`src/rtl/prenorm_pipe_if.sv`:
```
// prenorm_pipe_if: shared valid/ready bus for the denormal pre-normaliser.
//   slave  : the pre-normaliser (accepts in_*, produces out_*)
//   master : the upstream/downstream environment
//   in_valid/in_ready/in_mant/in_exp     : input transaction, all lanes packed
//   out_valid/out_ready/out_mant/out_exp : output transaction
//   out_shift/out_denorm/out_zero        : per-lane normalisation results
interface prenorm_pipe_if #(
    parameter int unsigned MANT_W = 23,
    parameter int unsigned EXP_W  = 8,
    parameter int unsigned LANES  = 2,
    parameter int unsigned SHW    = $clog2(MANT_W + 1)
);
    logic                      in_valid;
    logic                      in_ready;
    logic [LANES*MANT_W-1:0]   in_mant;
    logic [LANES*EXP_W-1:0]    in_exp;
    logic                      out_valid;
    logic                      out_ready;
    logic [LANES*MANT_W-1:0]   out_mant;
    logic [LANES*EXP_W-1:0]    out_exp;
    logic [LANES*SHW-1:0]      out_shift;
    logic [LANES-1:0]          out_denorm;
    logic [LANES-1:0]          out_zero;

    modport slave (
        input  in_valid, in_mant, in_exp, out_ready,
        output in_ready, out_valid, out_mant, out_exp, out_shift, out_denorm, out_zero
    );

    modport master (
        output in_valid, in_mant, in_exp, out_ready,
        input  in_ready, out_valid, out_mant, out_exp, out_shift, out_denorm, out_zero
    );
endinterface

```
`src/rtl/prenorm_pipe.sv`:
```
// prenorm_pipe: two-stage, multi-lane denormal pre-normaliser.
// Each lane is classified as normal / denormal / zero; denormals are left-shifted
// so the leading one lands in (and is dropped into) the implicit bit position.
// Ports:
//   clk, reset   : rising-edge clock, synchronous active-high reset
//   bus (slave)  : input/output valid-ready transaction, see prenorm_pipe_if
//   denorm_cnt   : saturating count of denormal lanes in consumed results
module prenorm_pipe #(
    parameter int unsigned MANT_W = 23,
    parameter int unsigned EXP_W  = 8,
    parameter int unsigned LANES  = 2,
    parameter int unsigned SHW    = $clog2(MANT_W + 1),
    parameter int unsigned CNT_W  = 16
) (
    input  logic              clk,
    input  logic              reset,
    prenorm_pipe_if.slave     bus,
    output logic [CNT_W-1:0]  denorm_cnt
);
    localparam int unsigned PCW   = $clog2(LANES + 1);
    localparam int unsigned SUM_W = CNT_W + PCW;
    localparam logic [CNT_W-1:0] CNT_MAX = '1;

    // Leading-zero count of a non-zero mantissa (value for zero is unused).
    function automatic logic [SHW-1:0] lead_zeros(input logic [MANT_W-1:0] m);
        logic [SHW-1:0] r;
        r = '0;
        for (int unsigned b = 0; b < MANT_W; b++) begin
            if (m[b]) r = SHW'(MANT_W - 1 - b);
        end
        return r;
    endfunction

    logic                    s1_en, s2_en, consume;
    logic                    s1_valid, s2_valid;
    logic [LANES*MANT_W-1:0] s1_mant, s2_mant, n_mant;
    logic [LANES*EXP_W-1:0]  s1_exp, s2_exp;
    logic [LANES*SHW-1:0]    s1_lzc, c_lzc, s2_shift, n_shift;
    logic [LANES-1:0]        s1_denorm, s1_zero, c_denorm, c_zero;
    logic [LANES-1:0]        s2_denorm, s2_zero;
    logic [PCW-1:0]          pop;
    logic [SUM_W-1:0]        cnt_sum;
    logic [CNT_W-1:0]        cnt_nxt;

    // Pipeline enables: a stage advances when it is empty or its successor advances.
    assign s2_en        = !s2_valid || bus.out_ready;
    assign s1_en        = !s1_valid || s2_en;
    assign consume      = s2_valid && bus.out_ready;
    assign bus.in_ready = s1_en;

    assign bus.out_valid  = s2_valid;
    assign bus.out_mant   = s2_mant;
    assign bus.out_exp    = s2_exp;
    assign bus.out_shift  = s2_shift;
    assign bus.out_denorm = s2_denorm;
    assign bus.out_zero   = s2_zero;

    // Stage-1 lane classification and leading-zero count.
    always_comb begin
        c_denorm = '0;
        c_zero   = '0;
        c_lzc    = '0;
        for (int unsigned i = 0; i < LANES; i++) begin
            c_zero[i]   = (bus.in_exp[i*EXP_W +: EXP_W] == '0) &&
                          (bus.in_mant[i*MANT_W +: MANT_W] == '0);
            c_denorm[i] = (bus.in_exp[i*EXP_W +: EXP_W] == '0) &&
                          (bus.in_mant[i*MANT_W +: MANT_W] != '0);
            c_lzc[i*SHW +: SHW] = lead_zeros(bus.in_mant[i*MANT_W +: MANT_W]);
        end
    end

    // Stage-2 shift: one extra position pushes the leading one out of the field.
    always_comb begin
        n_mant  = s1_mant;
        n_shift = '0;
        for (int unsigned i = 0; i < LANES; i++) begin
            if (s1_denorm[i]) begin
                n_shift[i*SHW +: SHW]   = s1_lzc[i*SHW +: SHW] + SHW'(1);
                n_mant[i*MANT_W +: MANT_W] =
                    s1_mant[i*MANT_W +: MANT_W] << n_shift[i*SHW +: SHW];
            end
        end
    end

    // Saturating accumulation of the consumed result's denormal lanes.
    always_comb begin
        pop     = PCW'($countones(s2_denorm));
        cnt_sum = SUM_W'(denorm_cnt) + SUM_W'(pop);
        cnt_nxt = (cnt_sum > SUM_W'(CNT_MAX)) ? CNT_MAX : cnt_sum[CNT_W-1:0];
    end

    // Pipeline registers and counter.
    always_ff @(posedge clk) begin
        if (reset) begin
            s1_valid   <= 1'b0;
            s1_mant    <= '0;
            s1_exp     <= '0;
            s1_lzc     <= '0;
            s1_denorm  <= '0;
            s1_zero    <= '0;
            s2_valid   <= 1'b0;
            s2_mant    <= '0;
            s2_exp     <= '0;
            s2_shift   <= '0;
            s2_denorm  <= '0;
            s2_zero    <= '0;
            denorm_cnt <= '0;
        end else begin
            if (s1_en) begin
                s1_valid <= bus.in_valid;
                if (bus.in_valid) begin
                    s1_mant   <= bus.in_mant;
                    s1_exp    <= bus.in_exp;
                    s1_lzc    <= c_lzc;
                    s1_denorm <= c_denorm;
                    s1_zero   <= c_zero;
                end
            end
            if (s2_en) begin
                s2_valid <= s1_valid;
                if (s1_valid) begin
                    s2_mant   <= n_mant;
                    s2_exp    <= s1_exp;
                    s2_shift  <= n_shift;
                    s2_denorm <= s1_denorm;
                    s2_zero   <= s1_zero;
                end
            end
            if (consume) denorm_cnt <= cnt_nxt;
        end
    end
endmodule

```
`src/flat_wrapper.sv`:
```
// flat-port wrapper written by rule: the top's interface ports become plain ports
module prenorm_pipe_flat 
#(
    parameter int unsigned MANT_W = 23,
    parameter int unsigned EXP_W  = 8,
    parameter int unsigned LANES  = 2,
    parameter int unsigned SHW    = $clog2(MANT_W + 1),
    parameter int unsigned CNT_W  = 16
)
  (clk, reset, denorm_cnt, bus_in_valid, bus_in_mant, bus_in_exp, bus_out_ready, bus_in_ready, bus_out_valid, bus_out_mant, bus_out_exp, bus_out_shift, bus_out_denorm, bus_out_zero);
  prenorm_pipe_if #(.MANT_W(MANT_W), .EXP_W(EXP_W), .LANES(LANES), .SHW(SHW)) bus_i ();
  input  logic clk;
  input  logic reset;
  output logic [CNT_W-1:0] denorm_cnt;
  input wire logic [$bits(bus_i.in_valid)-1:0] bus_in_valid;
  input wire logic [$bits(bus_i.in_mant)-1:0] bus_in_mant;
  input wire logic [$bits(bus_i.in_exp)-1:0] bus_in_exp;
  input wire logic [$bits(bus_i.out_ready)-1:0] bus_out_ready;
  output wire logic [$bits(bus_i.in_ready)-1:0] bus_in_ready;
  output wire logic [$bits(bus_i.out_valid)-1:0] bus_out_valid;
  output wire logic [$bits(bus_i.out_mant)-1:0] bus_out_mant;
  output wire logic [$bits(bus_i.out_exp)-1:0] bus_out_exp;
  output wire logic [$bits(bus_i.out_shift)-1:0] bus_out_shift;
  output wire logic [$bits(bus_i.out_denorm)-1:0] bus_out_denorm;
  output wire logic [$bits(bus_i.out_zero)-1:0] bus_out_zero;
  assign bus_i.in_valid = bus_in_valid;
  assign bus_i.in_mant = bus_in_mant;
  assign bus_i.in_exp = bus_in_exp;
  assign bus_i.out_ready = bus_out_ready;
  assign bus_in_ready = bus_i.in_ready;
  assign bus_out_valid = bus_i.out_valid;
  assign bus_out_mant = bus_i.out_mant;
  assign bus_out_exp = bus_i.out_exp;
  assign bus_out_shift = bus_i.out_shift;
  assign bus_out_denorm = bus_i.out_denorm;
  assign bus_out_zero = bus_i.out_zero;
  prenorm_pipe #(.MANT_W(MANT_W), .EXP_W(EXP_W), .LANES(LANES), .SHW(SHW), .CNT_W(CNT_W)) u_core (.clk(clk), .reset(reset), .bus(bus_i), .denorm_cnt(denorm_cnt));
endmodule
```
`config.mk`:
```
export PLATFORM = sky130hd
export DESIGN_NAME = prenorm_pipe_flat
export DESIGN_NICKNAME = d
export VERILOG_FILES = /design/src/rtl/prenorm_pipe_if.sv /design/src/rtl/prenorm_pipe.sv /design/src/flat_wrapper.sv
export SDC_FILE = /design/constraint.sdc
export NUM_CORES = 1
export LEC_CHECK = 0
export CAP_MARGIN = 10
export CORE_UTILIZATION = 30
export CTS_CLUSTER_DIAMETER = 100
export DETAILED_ROUTE_END_ITERATION = 12
export DONT_BUFFER_PORTS = 1
export PLACE_DENSITY = 0.47
export SYNTH_ARGS = -nofsm -noshare
export SYNTH_HDL_FRONTEND = slang
export SYNTH_SLANG_ARGS = --single-unit
```
`constraint.sdc`:
```
create_clock -name clk -period 2.2 [get_ports clk]
set_input_delay 0.55 -clock clk [delete_from_list [all_inputs] [get_ports clk]]
set_output_delay 0.55 -clock clk [all_outputs]
set_load 0.02 [all_outputs]
```
==> metrics.md, run 1 <==
| Metric | Value |
|---|---|
| Residual DRC count | `0` |
| Hold depth | `1` |
| Die Y | `between 150 and 200 um` |
| ANT cells | `0` |
| Layout cells sized above 1 | `0.154` |
| Reg clk slew, reported paths | `approximately 0.070 ns` |
| Synth Area per Inst | `approximately 8 um^2` |
| # rows | `63` |
| Full die area | `0.0311 mm^2` |
| CTS Hold Bufs | `0` |
| Core Util, Final | `0.358` |
| Sw Ratio | `0.274` |
| WL per Instance | `19.2 um` |
| DR iter-0 viols | `between 600 and 700` |
| Max Cap Viol | `0` |
| H-tree levels | `4` |
| Total CTS buffers | `17` |
| R2R cell count | `7` |
| Top_reg_cell synth | `dfxtp_1` |
| Internal | `between 5 and 6 mW` |
| Fill cells | `3206` |
| Top Ports | `160` |
| Root buf cell | `clkbuf_16` |
| Switch Pwr | `around 2.0 mW` |
| Final WL | `between 30 and 40 mm` |
| Synth warnings | `0` |
| Post-synth EDFFs | `0` |
| Leading area contributor after synthesis | `dfxtp_1` |
| Worst reg2reg startpoint | `u_core.s1_lzc[5]` |
| Routed Antenna Nets | `0` |
| CTS sink count | `between 150 and 200` |
| Drt first pass iters | `5` |
| Port bufs | `0` |
| First-pass GRT wire length | `approximately 48 mm` |
| Worst-margin pin slew | `approximately 0.47 ns` |
| Final Wtd Congestion | `roughly 0.9` |
| DR vias | `between 8000 and 9000` |
| Pins Over Slew Limit | `0` |
| Yosys cell types | `66` |
| Initial antenna violation count | `0` |
| Hold Crit Class | `in -> reg` |
| Rel. slew slack | `0.683` |
| Worst vdd ir | `just under 0.0005 V` |
| RSZ-0062 raised after global routing | `no` |
| Remaining Overflow, GRT | `0` |
| Setup ws final | `roughly 0.09 ns` |
| Worst Path Required | `between 2 and 3 ns` |
| Peak Freq | `around 470 MHz` |
| Syn_nets | `1233` |
| Sequential cell area | `approximately 0.0034 mm^2` |
| Clk network pwr share | `0.429` |
| Synth top area share | `0.373` |
| Crit. End Element | `register` |
| Final setup vio count | `0` |
| Critical Path Max Stage Delay | `around 0.47 ns` |
| Post-DP HPWL | `around 22 mm` |
| Min Tclk post-route | `between 2 and 2.5 ns` |
| Mapped Area | `around 0.0091 mm^2` |
| Clock Tree Buf Depth | `2` |
| DIE WIDTH | `176 um` |
| Critical path peak fanout | `29` |
| Area delta synth->final | `16.9%` |
| Final Cell Area | `roughly 0.011 mm^2` |
| CP bufs+invs | `2` |
| Number of global-route vias before repair | `slightly above 8000` |
| CTS tree | `built` |
| Clock Latency Late Sink | `~0.45 ns` |
| R2R Path End | `u_core.bus.out_mant[25]` |
| Final hold violations | `0` |
| Startpoint types | `register` |
| FF+latch count, synth | `170` |
| Post-route clock period utilization | `0.959` |
| Hold endpoint | `u_core.bus.out_shift[3]` |
| Cell Pwr Density | `697 mW/mm^2` |
| Static leakage | `about 3.8 nW` |
| Reg2reg setup slack | `~0.09 ns` |
| Drt via density | `5.43` |
| Pin count of the biggest net entering global routing | `around 170` |
| Cell family with most CP delay | `compound AO/OA/AOI/OAI gates` |
| Commonest cells in the netlist | `nand2_1 (272), dfxtp_1 (170), a21oi_1 (150)` |
| Count leader, synth | `nand2_1` |
| Cell Area, Placed | `roughly 0.0099 mm^2` |
| Final nets | `approximately 1300` |
| Core region area | `0.0298 mm^2` |
| Share of the yosys chip area belonging to registers | `0.373` |
| Initial Utilization | `0.306` |
| Outcome | `finished, final reports clean` |
| Area of the multi-input gates | `roughly 0.0053 mm^2` |
| CP arrival | `~2.4 ns` |
| Combinational share of power | `0.109` |
| WS Path Type | `reg -> reg` |
| Ys async rst share | `0` |
| Syn Inst Count | `1163` |
| Sequential share of power | `0.462` |
| Synth area leaders | `dfxtp_1 (37%), nand2_1 (11%), a21oi_1 (8.2%), mux4_2 (5.2%), mux2i_1 (4.6%)` |
| Clock skew | `~0.011 ns` |
| Worst-path cell chain | `buf_12 -> nand3_4 -> a211oi_4 -> nor2_4 -> buf_4 -> a221oi_1 -> nor3_1` |
| GRT Util Overall | `0.199` |
| Slowest CP cell | `a211oi_4` |
| Hold_sp | `reset` |
| Post-placement setup slack | `-0.0175 ns` |
what timing repair did:
action / in CTS / in global routing
pin swaps: 0 / 2
buffers inserted: 0 / 4
setup endpoints to repair: 4 / 34
gates resized for setup: 2 / 31
endpoints found under the hold margin: 0 / 0
worst max path at each step:
| stage | slack, ns | startpoint | cells after the start | to |
|---|---|---|---|---|
| 2_1_floorplan | 0.05 | u_core.s1_lzc[5] | 8 | u_core.bus.out_mant[43] |
| 3_3_place_gp | 0.003 | u_core.s1_lzc[5] | 6 | u_core.bus.out_mant[35] |
| 3_5_place_dp | -0.02 | u_core.s1_lzc[5] | 6 | u_core.bus.out_mant[35] |
| 4_1_cts | 0.01 | u_core.s1_lzc[5] | 6 | u_core.bus.out_mant[36] |
| 5_1_grt | 0.004 | u_core.s1_lzc[5] | 7 | u_core.bus.out_mant[25] |
| 6_report | 0.09 | u_core.s1_lzc[5] | 7 | u_core.bus.out_mant[25] |
layout by cell type (no fill, tap or decap), drive strengths merged, types with 8 or more instances in the layout:
| master | count |
|---|---|
| a211oi | 22 |
| xor2 | 12 |
| a31oi | 13 |
| clkbuf | 19 |
| dfxtp | 170 |
| mux4 | 21 |
| mux2i | 42 |
| a21oi | 150 |
| o21ai | 26 |
| a221oi | 19 |
| nand2 | 272 |
| buf | 88 |
| inv | 18 |
| nand3 | 25 |
| nor3 | 42 |
| xnor2 | 9 |
| or3 | 10 |
| a311oi | 8 |
| nor4 | 14 |
| and3 | 13 |
| mux2 | 9 |
| nor2 | 96 |
per-layer routing:
layer | vias to the layer above | track usage | wire length [um]
met5 | - | 0 | 0
met4 | 0 | 0.0603 | 369
met3 | 27 | 0.0506 | 2550
met2 | 305 | 0.280 | 12800
met1 | 4089 | 0.292 | 14700
li1 | 4175 | - | -
sequential cells by signal, indices dropped and copies added (netlist names), 10 cells and up:
register,count
u_core.s1_mant,46
u_core.denorm_cnt,16
u_core.bus.out_exp,16
u_core.s1_lzc,10
u_core.s1_exp,16
u_core.bus.out_mant,46
u_core.bus.out_shift,10
layout make-up:
cell class | count | area share
clock buffers | 19 | 0.0416
clock inverters | 13 | 0.0155
inverters | 16 | 0.00563
multi-input cells | 888 | 0.501
flip-flops and latches | 170 | 0.319
well taps | 390 | 0.0458
repair buffers | 88 | 0.0708
through the flow:
| stage | setup TNS [ns] | total power [mW] | hold WS (ns) | cells |
|---|---|---|---|---|
| after floorplan | 0 | 4.04 | 0.432 | 1163 |
| after global placement | 0 | 4.28 | 0.436 | 1548 |
| after CTS | 0 | 7.51 | 0.158 | 1580 |
| final | 0 | 7.43 | 0.174 | 1584 |
| after global routing | 0 | 7.77 | 0.157 | 1584 |
| after detailed placement | -0.0199 | 4.28 | 0.441 | 1548 |
cell families after synthesis:
| group | after synthesis | share of synthesized area |
|---|---|---|
| adder cells (fa/ha/maj) | 4 | 0.00631 |
| buffers and inverters | 105 | 0.0524 |
| flip-flops | 170 | 0.373 |
| AO/OA/AOI/OAI | 287 | 0.194 |
| multiplexers | 72 | 0.109 |
| AND/OR/NAND/NOR | 504 | 0.243 |
| XOR/XNOR | 21 | 0.0218 |
power by group through the flow:
stage	logic, mW	clock network [mW]	registers [mW]
floorplan	0.613	0	3.43
global placement	0.781	0	3.50
detailed placement	0.782	0	3.50
CTS	0.785	3.30	3.42
global route	0.896	3.42	3.45
finish	0.809	3.19	3.43
No activity file was read; power rests on OpenSTA's default activity.
==> run 2: changes to the inputs <==
- SETUP_SLACK_MARGIN: not set -> 0.3
==> run 2 against run 1 <==
Clock power increased by 2%. Utilization increased by 2.2 points. Global-route usage increased by 0.58 points.
==> metrics.md, run 2 (synthesis gave the netlist of run 1 again) <==
| Metric | Value |
|---|---|
| ANT cells | `0 (unchanged)` |
| Hold_sp | `reset` |
| Number of global-route vias before repair | `8576 (+4.3%)` |
| Initial antenna violation count | `1 (+1)` |
| Post-placement setup slack | `0.0818 ns (+0.0993 ns)` |
| R2R cell count | `7 (unchanged)` |
| DR vias | `8725 (+1.5%)` |
| CP bufs+invs | `0 (-2)` |
| Clock skew | `0.00764 ns (-0.00373 ns)` |
| Top Ports | `160 (unchanged)` |
| Sw Ratio | `0.266 (-0.00774)` |
| Peak Freq | `494 MHz (+4.3%)` |
| Root buf cell | `clkbuf_16` |
| Core region area | `0.0298 mm^2 (unchanged)` |
| R2R Path End | `u_core.bus.out_mant[45]` |
| Port bufs | `0 (unchanged)` |
| Area delta synth->final | `24.0%` |
| Combinational share of power | `0.123 (+0.014)` |
| Non-Filler Instances | `1595 (+0.69%)` |
| Switch Pwr | `2.03 mW (about the same)` |
| WL per Instance | `19.7 um (+2.5%)` |
| Clock Latency Late Sink | `0.44 ns (about the same)` |
| Cell family with most CP delay | `compound AO/OA/AOI/OAI gates` |
| First-pass GRT wire length | `49.4 mm (+3.0%)` |
| Worst vdd ir | `0.000476 V (-1.3%)` |
| Layout cells sized above 1 | `0.227 (+0.0725)` |
| Final setup vio count | `0 (unchanged)` |
| CTS tree | `built` |
| Fill cells | `3132 (-2.3%)` |
| Setup ws final | `0.176 ns (+0.0863 ns)` |
| # rows | `63 (unchanged)` |
| DR iter-0 viols | `558 (-9.9%)` |
| CP arrival | `2.34 ns (-0.10 ns)` |
| Final Wtd Congestion | `0.911 (+1.5%)` |
| Die Y | `176 um (unchanged)` |
| Crit. End Element | `register` |
| Outcome | `finished, final reports clean` |
| Setup TNS | `0 ns (unchanged)` |
| Max Cap Viol | `0 (unchanged)` |
| Clock Tree Buf Depth | `2 (unchanged)` |
| Leading cell type in the layout, fill and taps excluded | `nand2_1` |
| DIE WIDTH | `176 um (unchanged)` |
| Critical path peak fanout | `6 (-79%)` |
| Critical Path Max Stage Delay | `0.37 ns (-0.10 ns)` |
| GRT Util Overall | `0.204 (+0.00581)` |
| Full die area | `0.0311 mm^2 (unchanged)` |
| Commonest non-fill, non-tap cells in the layout | `nand2_1 (262), dfxtp_1 (164), a21oi_1 (141)` |
| Internal | `5.61 mW (+3.9%)` |
| Post-route clock period utilization | `0.920 (-0.0392)` |
| Clk network pwr share | `0.427 (-0.002)` |
| Final hold violations | `0 (unchanged)` |
| Drt via density | `5.47 (+0.80%)` |
| Post-DP HPWL | `21.8 mm (+0.21%)` |
| Remaining Overflow, GRT | `0 (unchanged)` |
| Initial Utilization | `0.306 (unchanged)` |
| Reg2reg setup slack | `0.18 ns (+0.09 ns)` |
| CTS sink count | `170 (unchanged)` |
| H-tree levels | `4 (unchanged)` |
| Cell Pwr Density | `675 mW/mm^2 (-3.1%)` |
| Worst-margin pin slew | `0.629 ns (+0.157 ns)` |
| Hold depth | `1 (unchanged)` |
| Drt first pass iters | `5 (unchanged)` |
| Slowest CP cell | `mux2_2` |
| Pins Over Slew Limit | `0 (unchanged)` |
| Static leakage | `3.96 nW (+4.9%)` |
| Routed Antenna Nets | `0 (unchanged)` |
| Final WL | `31.4 mm (+3.2%)` |
| RSZ-0062 raised after global routing | `yes` |
| Hold Crit Class | `in -> reg` |
| Worst Path Required | `2.52 ns (about the same)` |
| Sequential share of power | `0.450 (-0.012)` |
| Worst-path cell chain | `ha_4 -> mux2_2 -> a22oi_2 -> a21oi_2 -> or2_2 -> o2111ai_1 -> o22ai_1` |
| Pin count of the biggest net entering global routing | `173 (unchanged)` |
| Total CTS buffers | `17 (unchanged)` |
| Final nets | `1263 (+0.96%)` |
| Reg clk slew, reported paths | `0.07 ns (about the same)` |
| Placed insts | `1534 (-0.90%)` |
| Startpoint types | `register` |
| Min Tclk post-route | `2.02 ns (-0.0863 ns)` |
| Residual DRC count | `0 (unchanged)` |
| Hold endpoint | `u_core.bus.out_mant[20]` |
| Worst reg2reg startpoint | `u_core.s1_lzc[5]` |
| WS Path Type | `reg -> reg` |
| Rel. slew slack | `0.580 (-0.103)` |
run 2: metal layers:
metal | wire length [um] | track usage | vias up
met5 | 0 | 0 | -
met4 | 476 | 0.0603 | 0
met3 | 2570 | 0.0512 | 40
met2 | 13300 | 0.301 | 322
met1 | 15000 | 0.292 | 4149
li1 | - | - | 4214
run 2: per-stage QoR:
stage          power [mW]  utilization  hold WS [ns]  area (um^2)
6_report             7.64        0.380         0.181        11300
5_1_grt              7.98        0.380         0.161        11300
4_1_cts              7.66        0.367         0.172        10900
3_5_place_dp         4.28        0.332         0.445         9880
3_3_place_gp         4.28        0.332         0.437         9880
2_1_floorplan        4.06            -         0.432         9200
run 2: final cells by class:
type / instances / area [um^2] / share of cell area
clock buffer: 20 / 457 / 0.0404
timing repair buffer: 98 / 928 / 0.0821
multi-input combinational: 890 / 5790 / 0.512
tap: 390 / 488 / 0.0431
clock inverter: 11 / 170 / 0.0150
sequential: 170 / 3420 / 0.302
inverter: 16 / 60.1 / 0.00531
run 2: what timing repair did:
| action | CTS | global route |
|---|---|---|
| cloned | 2 | 1 |
| setup buffers | 17 | 10 |
| gates resized for setup | 57 | 69 |
| setup endpoints to repair | 40 | 60 |
| hold buffers | 0 | 0 |
| pin swaps | 14 | 33 |
run 2: power groups by stage:
stage | clock, mW | sequential, mW | combinational (mW)
floorplan | 0 | 3.43 | 0.627
global placement | 0 | 3.50 | 0.780
detailed placement | 0 | 3.50 | 0.783
CTS | 3.36 | 3.43 | 0.867
global route | 3.49 | 3.46 | 1.03
finish | 3.26 | 3.44 | 0.936
run 2: worst max-delay path by stage:
| stage | start | to | slack (ns) | depth (start not counted) |
|---|---|---|---|---|
| finish | u_core.s1_lzc[5] | u_core.bus.out_mant[45] | 0.18 | 7 |
| detailed placement | bus_out_ready | u_core.bus.out_mant[34] | 0.08 | 5 |
| global placement | u_core.s1_lzc[5] | u_core.bus.out_mant[35] | 0.03 | 6 |
| global route | u_core.s1_lzc[5] | u_core.bus.out_mant[43] | 0.10 | 8 |
| CTS | u_core.s1_lzc[5] | u_core.bus.out_mant[45] | 0.19 | 7 |
| floorplan | u_core.s1_lzc[5] | u_core.bus.out_mant[45] | 0.29 | 8 |
==> run 3: changes to the inputs <==
--- a/config.mk
+++ b/config.mk
@@ -8,2 +8,3 @@
 export CAP_MARGIN = 10
+export CORE_MARGIN = 3
 export CORE_UTILIZATION = 30
--- a/constraint.sdc
+++ b/constraint.sdc
@@ -3,2 +3,2 @@
 set_output_delay 0.55 -clock clk [all_outputs]
-set_load 0.02 [all_outputs]
+set_load 0.1 [all_outputs]
==> run 3 against run 2 <==
Sequential share of layout area fell by 1.5 points. Cell area rose by 6.5%. Die area rose by 4.6%. Hold slack got worse by 0.012 ns. Routed wire length rose by 1.6%. Total power rose by 2.2%. Clock skew rose by 0.019 ns. Largest power group unchanged.
==> metrics.md, run 3 (synthesis gave the netlist of run 1 again) <==
| Metric | Value |
|---|---|
| Pin count of the biggest net entering global routing | `173 (unchanged)` |
| Worst-margin pin slew | `0.601 ns (-0.0284 ns)` |
| Combinational share of power | `0.190 (+0.067)` |
| Clock Tree Buf Depth | `2 (unchanged)` |
| ANT cells | `0 (unchanged)` |
| DR vias | `8957 (+2.7%)` |
| Min Tclk post-route | `2.13 ns (+0.102 ns)` |
| Outcome | `finished, final reports clean` |
| Residual DRC count | `0 (unchanged)` |
| # rows | `63 (unchanged)` |
| Pins Over Slew Limit | `0 (unchanged)` |
| Fill cells | `3060 (-2.3%)` |
| Sequential cell area | `0.00345 mm^2 (+1.1%)` |
| Critical path peak fanout | `4 (-2)` |
| RSZ-0062 raised after global routing | `yes` |
| Post-DP HPWL | `22.7 mm (+4.2%)` |
| Die Y | `180 um (+2.3%)` |
| CTS tree | `built` |
| Worst Path Required | `2.54 ns (+0.02 ns)` |
| Final nets | `1350 (+6.9%)` |
| Max Cap Viol | `0 (unchanged)` |
| Fin Hold WS | `0.168 ns (-0.0122 ns)` |
| Initial Utilization | `0.306 (unchanged)` |
| WL per Instance | `18.9 um (-3.7%)` |
| Routed Antenna Nets | `0 (unchanged)` |
| First-pass GRT wire length | `50.1 mm (+1.4%)` |
| Static leakage | `4.45 nW (+12%)` |
| Post-route clock period utilization | `0.966 (+0.0463)` |
| CP arrival | `2.46 ns (+0.12 ns)` |
| Clock skew | `0.0263 ns (+0.0187 ns)` |
| H-tree levels | `4 (unchanged)` |
| Hold Crit Class | `in -> reg` |
| Sequential share of power | `0.429 (-0.021)` |
| Sw Ratio | `0.325 (+0.0585)` |
| Number of global-route vias before repair | `8720 (+1.7%)` |
| Peak Freq | `470 MHz (-4.8%)` |
| DIE WIDTH | `180 um (+2.3%)` |
| Remaining Overflow, GRT | `0 (unchanged)` |
| Reg2reg setup slack | `0.07 ns (-0.10 ns)` |
| Crit. End Element | `register` |
| Hold endpoint | `u_core.denorm_cnt[4]` |
| Final hold violations | `0 (unchanged)` |
| Root buf cell | `clkbuf_16` |
| Internal | `5.27 mW (-6.0%)` |
| Layout cells sized above 1 | `0.292 (+0.0658)` |
| Critical Path Max Stage Delay | `0.35 ns (-0.02 ns)` |
| Initial antenna violation count | `0 (-1)` |
| Core Util, Final | `0.404 (+0.0248)` |
| Drt first pass iters | `5 (unchanged)` |
| Total CTS buffers | `17 (unchanged)` |
| Final Wtd Congestion | `0.900 (-1.2%)` |
| Worst vdd ir | `0.000478 V (+0.45%)` |
| Hold depth | `1 (unchanged)` |
| Full die area | `0.0325 mm^2 (+4.6%)` |
| Drt via density | `5.32 (-2.7%)` |
| Clk network pwr share | `0.381 (-0.046)` |
| Startpoint types | `register` |
| Final WL | `31.9 mm (+1.6%)` |
| CTS Hold Bufs | `0 (unchanged)` |
| R2R cell count | `9 (+2)` |
| Reg clk slew, reported paths | `0.07 ns (about the same)` |
| Area of the multi-input gates | `0.00586 mm^2 (+1.2%)` |
| CTS sink count | `170 (unchanged)` |
| Core region area | `0.0298 mm^2 (unchanged)` |
| Hold_sp | `reset` |
| Slowest CP cell | `dfxtp_4` |
| Top Ports | `160 (unchanged)` |
| Commonest non-fill, non-tap cells in the layout | `nand2_1 (267), buf_4 (164), dfxtp_1 (147)` |
| Final setup vio count | `0 (unchanged)` |
| Switch Pwr | `2.53 mW (+25%)` |
| Port bufs | `0 (unchanged)` |
| Area delta synth->final | `32.2%` |
| Cell Pwr Density | `648 mW/mm^2 (-4.1%)` |
| Leading cell type in the layout, fill and taps excluded | `nand2_1` |
| Worst reg2reg startpoint | `u_core.s1_lzc[5]` |
| DR iter-0 viols | `579 (+3.8%)` |
| WS Path Type | `reg -> reg` |
| GRT Util Overall | `0.192 (-0.0126)` |
| R2R Path End | `u_core.bus.out_mant[39]` |
| Clock Latency Late Sink | `0.45 ns (about the same)` |
| Worst-path cell chain | `ha_4 -> buf_12 -> buf_12 -> mux2i_2 -> mux2i_2 -> mux2i_1 -> nor2_1 -> o221ai_1 -> a311oi_1` |
| Rel. slew slack | `0.599 (+0.0190)` |
run 3: cell types whose count changed in the layout (fill, tap and decap cells not counted), moves of 4 or more:
cell	delta
bufinv_16	-4
dfxtp_1	-17
dfxtp_2	+10
dfxtp_4	+7
buf_4	+84
nand2_1	+5
inv_6	+9
nand2_2	-6
buf_6	+4
run 3: power by group through the flow:
stage	Clock (mW)	Combinational, mW	Sequential (mW)
after floorplan	0	0.638	3.79
after global placement	0	1.30	3.40
after detailed placement	0	1.30	3.41
after CTS	3.07	1.39	3.34
after global routing	3.18	1.58	3.36
final	2.98	1.48	3.35
run 3: per-stage QoR:
stage	power, mW	area (um^2)	setup WS, ns	std cells	TNS [ns]
final	7.81	12000	0.0741	1683	0
after global routing	8.13	12000	-0.0000902	1683	-0.0000902
after CTS	7.79	11600	0.174	1665	0
after detailed placement	4.71	10500	-0.0842	1614	-0.101
after global placement	4.70	10500	-0.112	1614	-0.171
after floorplan	4.42	9300	0.290	1163	0
run 3: worst max path at each step:
stage | end | slack [ns] | from | depth (start not counted)
4_1_cts | u_core.bus.out_mant[11] | 0.17 | u_core.s1_lzc[0] | 8
3_5_place_dp | u_core.bus.out_mant[36] | -0.08 | u_core.s1_lzc[5] | 7
2_1_floorplan | u_core.s1_lzc[1] | 0.29 | u_core.bus.out_valid | 7
6_report | u_core.bus.out_mant[39] | 0.07 | u_core.s1_lzc[5] | 9
5_1_grt | u_core.bus.out_mant[39] | -0.00009 | u_core.s1_lzc[5] | 9
3_3_place_gp | u_core.bus.out_mant[36] | -0.11 | u_core.s1_lzc[5] | 7
run 3: cell type report:
cell class | count | share of cell area
Multi-Input combinational cell | 888 | 0.486
Clock buffer | 18 | 0.0374
Tap cell | 390 | 0.0405
Sequential cell | 170 | 0.287
Clock inverter | 14 | 0.00997
Inverter | 16 | 0.00498
Timing Repair Buffer | 187 | 0.134
run 3: routing by layer:
metal	vias up	track usage	share of wire
met5	-	0	0
met4	0	0.0494	0.014
met3	36	0.0680	0.093
met2	326	0.272	0.42
met1	4217	0.276	0.47
li1	4378	-	-
run 3: what timing repair did:
item	CTS	global route
resized for setup	64	68
pin swaps	14	40
cloned	1	0
setup endpoints to repair	42	43
setup buffers	18	18
run 3: worst max-delay path: cells and delay by family, from the launching register on:
| family | cells | cell delay [ns] |
|---|---|---|
| mux | 3 | 0.59 |
| compound gates | 2 | 0.43 |
| flops | 1 | 0.35 |
| fa+ha+maj | 1 | 0.28 |
| buf+inv | 2 | 0.24 |
| simple gates | 1 | 0.12 |
